--- src/rtl/down_counter_if.sv ---
// Handshake bundle for the loadable down counter.
// The master drives the controls and the slave (counter) returns its count and status.
interface down_counter_if #(
  parameter int WIDTH = 8
);
  logic             start;
  logic [WIDTH-1:0] load_val;
  logic             en;
  logic             abort;
  logic [WIDTH-1:0] q;
  logic             busy;
  logic             done;

  modport master (
    output start, load_val, en, abort,
    input  q, busy, done
  );

  modport slave (
    input  start, load_val, en, abort,
    output q, busy, done
  );
endinterface

--- src/rtl/down_counter.sv ---
// Loadable down counter/timer: counts load_val to zero on enabled clocks, pulses done
// for one cycle, then idles or reloads. Outputs registered; start is ignored while running.
module down_counter #(
  parameter int WIDTH       = 8,
  parameter int AUTO_RELOAD = 0
) (
  input  logic           clk,
  input  logic           reset,
  down_counter_if.slave  bus
);
  typedef enum logic [1:0] {
    S_IDLE = 2'd0,
    S_RUN  = 2'd1,
    S_DONE = 2'd2
  } state_t;

  localparam logic [WIDTH-1:0] ONE = {{(WIDTH-1){1'b0}}, 1'b1};

  state_t           r_state;
  logic [WIDTH-1:0] r_q;
  logic [WIDTH-1:0] r_reload;
  logic             r_busy;
  logic             r_done;

  logic w_load_nz;
  logic w_reload_nz;
  logic w_last;

  assign w_load_nz   = |bus.load_val;
  assign w_reload_nz = |r_reload;
  assign w_last      = (r_q == ONE);

  assign bus.q    = r_q;
  assign bus.busy = r_busy;
  assign bus.done = r_done;

  // busy/done are set from the next state so they stay aligned with r_state.
  always_ff @(posedge clk) begin
    if (reset) begin
      r_state  <= S_IDLE;
      r_q      <= '0;
      r_reload <= '0;
      r_busy   <= 1'b0;
      r_done   <= 1'b0;
    end else begin
      r_done <= 1'b0;
      unique case (r_state)
        S_IDLE: begin
          if (bus.start) begin
            r_q      <= bus.load_val;
            r_reload <= bus.load_val;
            if (w_load_nz) begin
              r_state <= S_RUN;
              r_busy  <= 1'b1;
            end else begin
              r_state <= S_DONE;
              r_done  <= 1'b1;
            end
          end
        end
        S_RUN: begin
          if (bus.abort) begin
            r_q     <= '0;
            r_state <= S_IDLE;
            r_busy  <= 1'b0;
          end else if (bus.en) begin
            r_q <= r_q - ONE;
            if (w_last) begin
              r_state <= S_DONE;
              r_busy  <= 1'b0;
              r_done  <= 1'b1;
            end
          end
        end
        S_DONE: begin
          if (bus.abort) begin
            r_q     <= '0;
            r_state <= S_IDLE;
          end else if (bus.start) begin
            r_q      <= bus.load_val;
            r_reload <= bus.load_val;
            if (w_load_nz) begin
              r_state <= S_RUN;
              r_busy  <= 1'b1;
            end else begin
              r_state <= S_DONE;
              r_done  <= 1'b1;
            end
          end else if ((AUTO_RELOAD != 0) && w_reload_nz) begin
            r_q     <= r_reload;
            r_state <= S_RUN;
            r_busy  <= 1'b1;
          end else begin
            r_q     <= '0;
            r_state <= S_IDLE;
          end
        end
        default: begin
          r_q     <= '0;
          r_state <= S_IDLE;
          r_busy  <= 1'b0;
        end
      endcase
    end
  end
endmodule

--- src/flat_wrapper.sv ---
// flat-port wrapper written by rule: the top's interface ports become plain ports
module down_counter_flat 
#(
  parameter int WIDTH       = 8,
  parameter int AUTO_RELOAD = 0
)
  (clk, reset, bus_start, bus_load_val, bus_en, bus_abort, bus_q, bus_busy, bus_done);
  down_counter_if #(.WIDTH(WIDTH)) bus_i ();
  input  logic clk;
  input  logic reset;
  input wire logic [$bits(bus_i.start)-1:0] bus_start;
  input wire logic [$bits(bus_i.load_val)-1:0] bus_load_val;
  input wire logic [$bits(bus_i.en)-1:0] bus_en;
  input wire logic [$bits(bus_i.abort)-1:0] bus_abort;
  output wire logic [$bits(bus_i.q)-1:0] bus_q;
  output wire logic [$bits(bus_i.busy)-1:0] bus_busy;
  output wire logic [$bits(bus_i.done)-1:0] bus_done;
  assign bus_i.start = bus_start;
  assign bus_i.load_val = bus_load_val;
  assign bus_i.en = bus_en;
  assign bus_i.abort = bus_abort;
  assign bus_q = bus_i.q;
  assign bus_busy = bus_i.busy;
  assign bus_done = bus_i.done;
  down_counter #(.WIDTH(WIDTH), .AUTO_RELOAD(AUTO_RELOAD)) u_core (.clk(clk), .reset(reset), .bus(bus_i));
endmodule
--- config.mk ---
export PLATFORM = sky130hd
export DESIGN_NAME = down_counter_flat
export DESIGN_NICKNAME = d
export VERILOG_FILES = /design/src/rtl/down_counter_if.sv /design/src/rtl/down_counter.sv /design/src/flat_wrapper.sv
export SDC_FILE = /design/constraint.sdc
export NUM_CORES = 1
export LEC_CHECK = 0
export BUFFER_PORTS_ARGS = -buffer_cell sky130_fd_sc_hd__clkbuf_2
export CAP_MARGIN = 25
export CORE_MARGIN = 4
export CORE_UTILIZATION = 55
export CTS_BUF_LIST = sky130_fd_sc_hd__clkbuf_2 sky130_fd_sc_hd__clkbuf_4 sky130_fd_sc_hd__clkbuf_8
export DETAILED_ROUTE_END_ITERATION = 6
export PLACE_DENSITY_LB_ADDON = 0.25
export SYNTH_ARGS = -nofsm -noshare
export SYNTH_HDL_FRONTEND = slang
export SYNTH_SLANG_ARGS = --single-unit
--- constraint.sdc ---
create_clock -name clk -period 3.9 [get_ports clk]
set_clock_uncertainty 0.2 [all_clocks]
set_input_delay 0.195 -clock clk [delete_from_list [all_inputs] [get_ports clk]]
set_output_delay 0.195 -clock clk [all_outputs]
set_load 0.1 [all_outputs]
# Word level (Yosys, flattened, before mapping)
# Cells that the tools add are included.
[op_classes]
reduce_logical = 5
add_sub_neg = 1
mux = 28
eq_ne = 7
[op_table]
columns = ["operator", "n"]
rows = [
  ["$mux 8", 5],
  ["$pmux 8 s3", 1],
  ["$mux 2", 7],
  ["$mux 1", 12],
  ["$eq 8x1->1 const B", 1],
  ["$reduce_or 8->1", 1],
  ["$sub 8x1->8 const B", 1],
  ["$pmux 1 s3", 2],
  ["$pmux 2 s3", 1],
  ["$reduce_and 3->1", 2],
  ["$ne 2x2->1 const B", 2],
  ["$ne 3x2->1 const B", 1],
  ["$ne 3x3->1 const B", 1],
  ["$eq 2x1->1 const B", 1],
  ["$eq 2x2->1 const B", 1],
  ["$logic_not 2->1", 1],
  ["$reduce_and 2->1", 1],
]
[word_totals]
output_inout_bits = 10
input_bits = 13
wordCells = 45
register_bits = 12

# Depth between registers and ports, before layout
[logic_depth]
word_depth = 5
ltp_mapped = 6

# Worst setup path before layout
# Ideal clock, no wire load.
[synth_timing]
path_type = "reg-to-reg"
start = "register u_core.r_q[3], in the netlist u_core.bus.q[3]"
end = "register u_core.r_busy, in the netlist u_core.bus.busy"
setup_ps = 86
stages_incl_launch_ff = 5
arrival_time_ps = 2087
setup_slack_ps = 1527
path_cell_list = "dfxtp_1 or4_4 o41ai_4 a41oi_1 a211oi_1"
[synth_between]
elab_chain_cells = 3
[synth_lines]
columns = ["element", "line", "source"]
rows = [
  ["from (decl)", "down_counter.sv:20", "logic [WIDTH-1:0] r_q;"],
  ["from (signal assigned)", "down_counter.sv:50", "r_q <= bus.load_val;"],
  ["from (signal assigned)", "down_counter.sv:67", "r_q <= r_q - ONE;"],
  ["from (signal assigned)", "down_counter.sv:80", "r_q <= bus.load_val;"],
  ["$eq 8x1->1", "down_counter.sv:31", "assign w_last = (r_q == ONE);"],
  ["$ne 3x2->1 (no line)", "-", ""],
  ["$reduce_and 3->1 (no line)", "-", ""],
  ["to (signal assigned)", "down_counter.sv:43", "r_busy <= 1'b0;"],
  ["to (signal assigned)", "down_counter.sv:54", "r_busy <= 1'b1;"],
  ["to (signal assigned)", "down_counter.sv:65", "r_busy <= 1'b0;"],
  ["to (decl)", "down_counter.sv:22", "logic r_busy;"],
]
# Every way passes these cells.
# A chain may end at the register's enable or synchronous reset.

==> summary.md <==
| Metric | Value |
|---|---|
| WL/cell | `15.5 um` |
| Iter 0 DRT Violations | `29` |
| Synth Area in Adders | `0.0337` |
| Clock root cell | `clkbuf_4` |
| Fin area | `910 um2` |
| Die Ht | `44.8 um` |
| Final setup TNS | `0 ps` |
| Fin crit period | `2130 ps` |
| Slew @ Worst Pin | `737 ps` |
| Post-layout nets | `129` |
| Seq/Total Area, Yosys | `0.323` |
| Number of synthesized flops with an enable pin | `0` |
| DRC | `0` |
| CTS Buffer Depth | `2` |
| Maxcap violations | `0` |
| TritonCTS clock tree | `yes` |
| Worst Setup Start Kind | `input port` |
| Setup crit end kind | `flop` |
| H-tree depth | `1` |
| Fin crit share | `0.547` |
| Post-synthesis compound-gate area fraction | `0.327` |
| Final wirelength | `1970 um` |
| FF+latch count, synth | `12` |
| Grt ovf | `0` |
| Cts bufs inserted | `3` |
| Pre-antenna DRT Iters | `4` |
| Mapped Nets | `104` |
| Layout cell share with drive strength beyond 1 | `0.283` |
| RSZ-0062 raised after global routing | `false` |
| N_diodes | `0` |
| GRT Util Overall | `0.221` |
| Syn Area/Cell | `8.35 um2` |
| Final hold violations | `0` |
| Setup violators final | `0` |
| Hold crit path type | `input port to flop` |
| CP max stage delay | `530 ps` |
| Largest net degree at the start of global routing | `11` |
| First-pass GRT wire length | `3330 um` |
| Main synth FF type | `dfxtp_1` |
| Synth Area in XOR/XNOR | `0.0118` |
| Most frequent cells in the layout | `clkbuf_2, dfxtp_1, a21oi_1` |
| Synth-to-Final Area Change | `22.4%` |
| Gpl congestion | `0.834` |
| Status | `completed` |
| Vias in the first global route | `758` |
| Gate Count Post-Synth | `89` |
| CP bufs+invs | `2` |
| Filler instances | `94` |
| Power Density | `465 nW/um2` |
| Initial antenna violation count | `0` |
| Site Rows | `12` |
| Cell area after synthesis | `743 um2` |
| Initial Util | `0.627` |
| CP delay by family, top | `compound AO/OA/AOI/OAI gates` |
| DP HPWL | `1460 um` |
| ANT nets after route | `0` |
| Max-Slew Margin vs Limit | `0.509` |
| Via count | `820` |
| Mux cell area share after synthesis | `0` |
| Synth warnings | `0` |
| IO buf count | `22` |
| Maximum vdd drop | `0.319 mV` |
| Most common cell after layout, fill and taps aside | `clkbuf_2` |
| Crit Path Class | `input port to flop` |
| Leak | `0.000364 uW` |
| Vias/cell | `6.46` |
| Clock-pin slew on the worst setup and hold paths | `80 ps` |
| Fmax | `0.469 GHz` |
| Core Area | `1190 um2` |
| WP data arrival | `2140 ps` |
| Post-Place Cell Area | `853 um2` |
| Sink Count | `12` |
| Die width | `44.8 um` |
| Worst-path cell chain | `dlygate4sd3_1 -> clkbuf_2 -> a21oi_2 -> or3b_1 -> o32a_1 -> o22ai_1` |
| Die ar. | `2000 um2` |
| Top-Level Pins | `23` |
| Simple-Gate Fraction of Synth Area | `0.261` |
| Crit path required time | `3910 ps` |
| Asr flop ratio synth | `0` |
| Worst-path fanout max | `7` |
| Clock latency on the worst-skew pair | `270 ps` |
| Max-slew violations | `0` |
| Slowest library cell on the worst path | `dlygate4sd3_1` |
| Largest family of logic cells by synthesized area | `compound AO/OA/AOI/OAI gates` |
| Post-synthesis cell type count | `37` |
-- final cells by class --
class                           instances  area (um2)  area share
Clock buffer                            4        36.3      0.0399
Inverter                                4        15.0      0.0165
Multi-Input combinational cell         69         470       0.517
Tap cell                               14        17.5      0.0193
Timing Repair Buffer                   24         130       0.143
Sequential cell                        12         240       0.264
-- cells by family after synthesis --
family,Yosys count
XOR/XNOR,1
flip-flops,12
adder cells (fa/ha/maj),2
AND/OR/NAND/NOR,33
AO/OA/AOI/OAI,33
buffers and inverters,8
-- stage by stage --
stage	utilization	cells	hold WS, ps	power [uW]	setup WS (ps)
final	0.767	127	7.57	423	1770
after global routing	0.767	127	15.7	445	1720
after CTS	0.767	127	4.92	422	1800
after detailed placement	0.719	121	273	321	1940
after global placement	0.719	121	256	319	1960
after floorplan	-	89	64.1	289	1530
-- final timing paths --
check / startpoint / to / slack (ps) / cells after the start
worst max-delay path: reset / u_core.bus.q[2]$_SDFFE_PP0P_ / 1770 / 6
worst min-delay path: bus_load_val[2] / u_core.bus.q[2]$_SDFFE_PP0P_ / 8 / 3
worst min register to register: u_core.bus.q[5]$_SDFFE_PP0P_ / u_core.bus.q[5]$_SDFFE_PP0P_ / 340 / 2
worst max register to register: u_core.bus.q[3]$_SDFFE_PP0P_ / u_core.bus.busy$_SDFFE_PP0P_ / 1920 / 4
-- synthesized netlist by cell type, drive strengths merged, types with 2 or more instances --
master   count  area share
dfxtp       12        0.32
a21oi       10       0.072
nor2         8       0.040
nand2        5       0.025
o21ai        5       0.034
inv          4       0.020
nor4         4       0.034
a211oi       3       0.030
nor3         3       0.020
nor3b        3       0.037
o2bb2ai      3       0.035
a22oi        2       0.020
a32oi        2       0.024
buf          2       0.013
clkbuf       2       0.010
ha           2       0.034
o211ai       2       0.020
or3b         2       0.024
-- layer usage --
layer | GRT usage | share of wire | vias to the layer above | wire length (um)
li1 | - | - | 391 | -
met1 | 0.305 | 0.42 | 364 | 833
met2 | 0.327 | 0.45 | 59 | 893
met3 | 0.0478 | 0.11 | 6 | 218
met4 | 0.0964 | 0.012 | 0 | 23
met5 | 0 | 0 | - | 0
-- worst register-to-register path, cell delays in order, from the launching register on --
cell and delay [ps]:
dfxtp_1 370, or4_4 590, o41ai_4 360, a41oi_1 160
a211oi_1 220
-- flip-flops by register name (all words and copies together), names as in the netlist --
signal           cells
u_core.bus.done      1
u_core.bus.busy      1
u_core.r_state       2
u_core.bus.q         8
-- where the power goes --
| group | switching [uW] | internal [uW] |
|---|---|---|
| clock | 43.7 | 56.8 |
| combinational | 125 | 44.9 |
| sequential | 18.6 | 134 |
| total | 187 | 236 |
-- repair_timing --
action,4_1_cts,5_1_grt
hold buffers,2,0
resized for setup,0,0
setup buffers,0,0
hold endpoints to repair,4,0
Note: power is estimated with default switching activity, not from simulation.
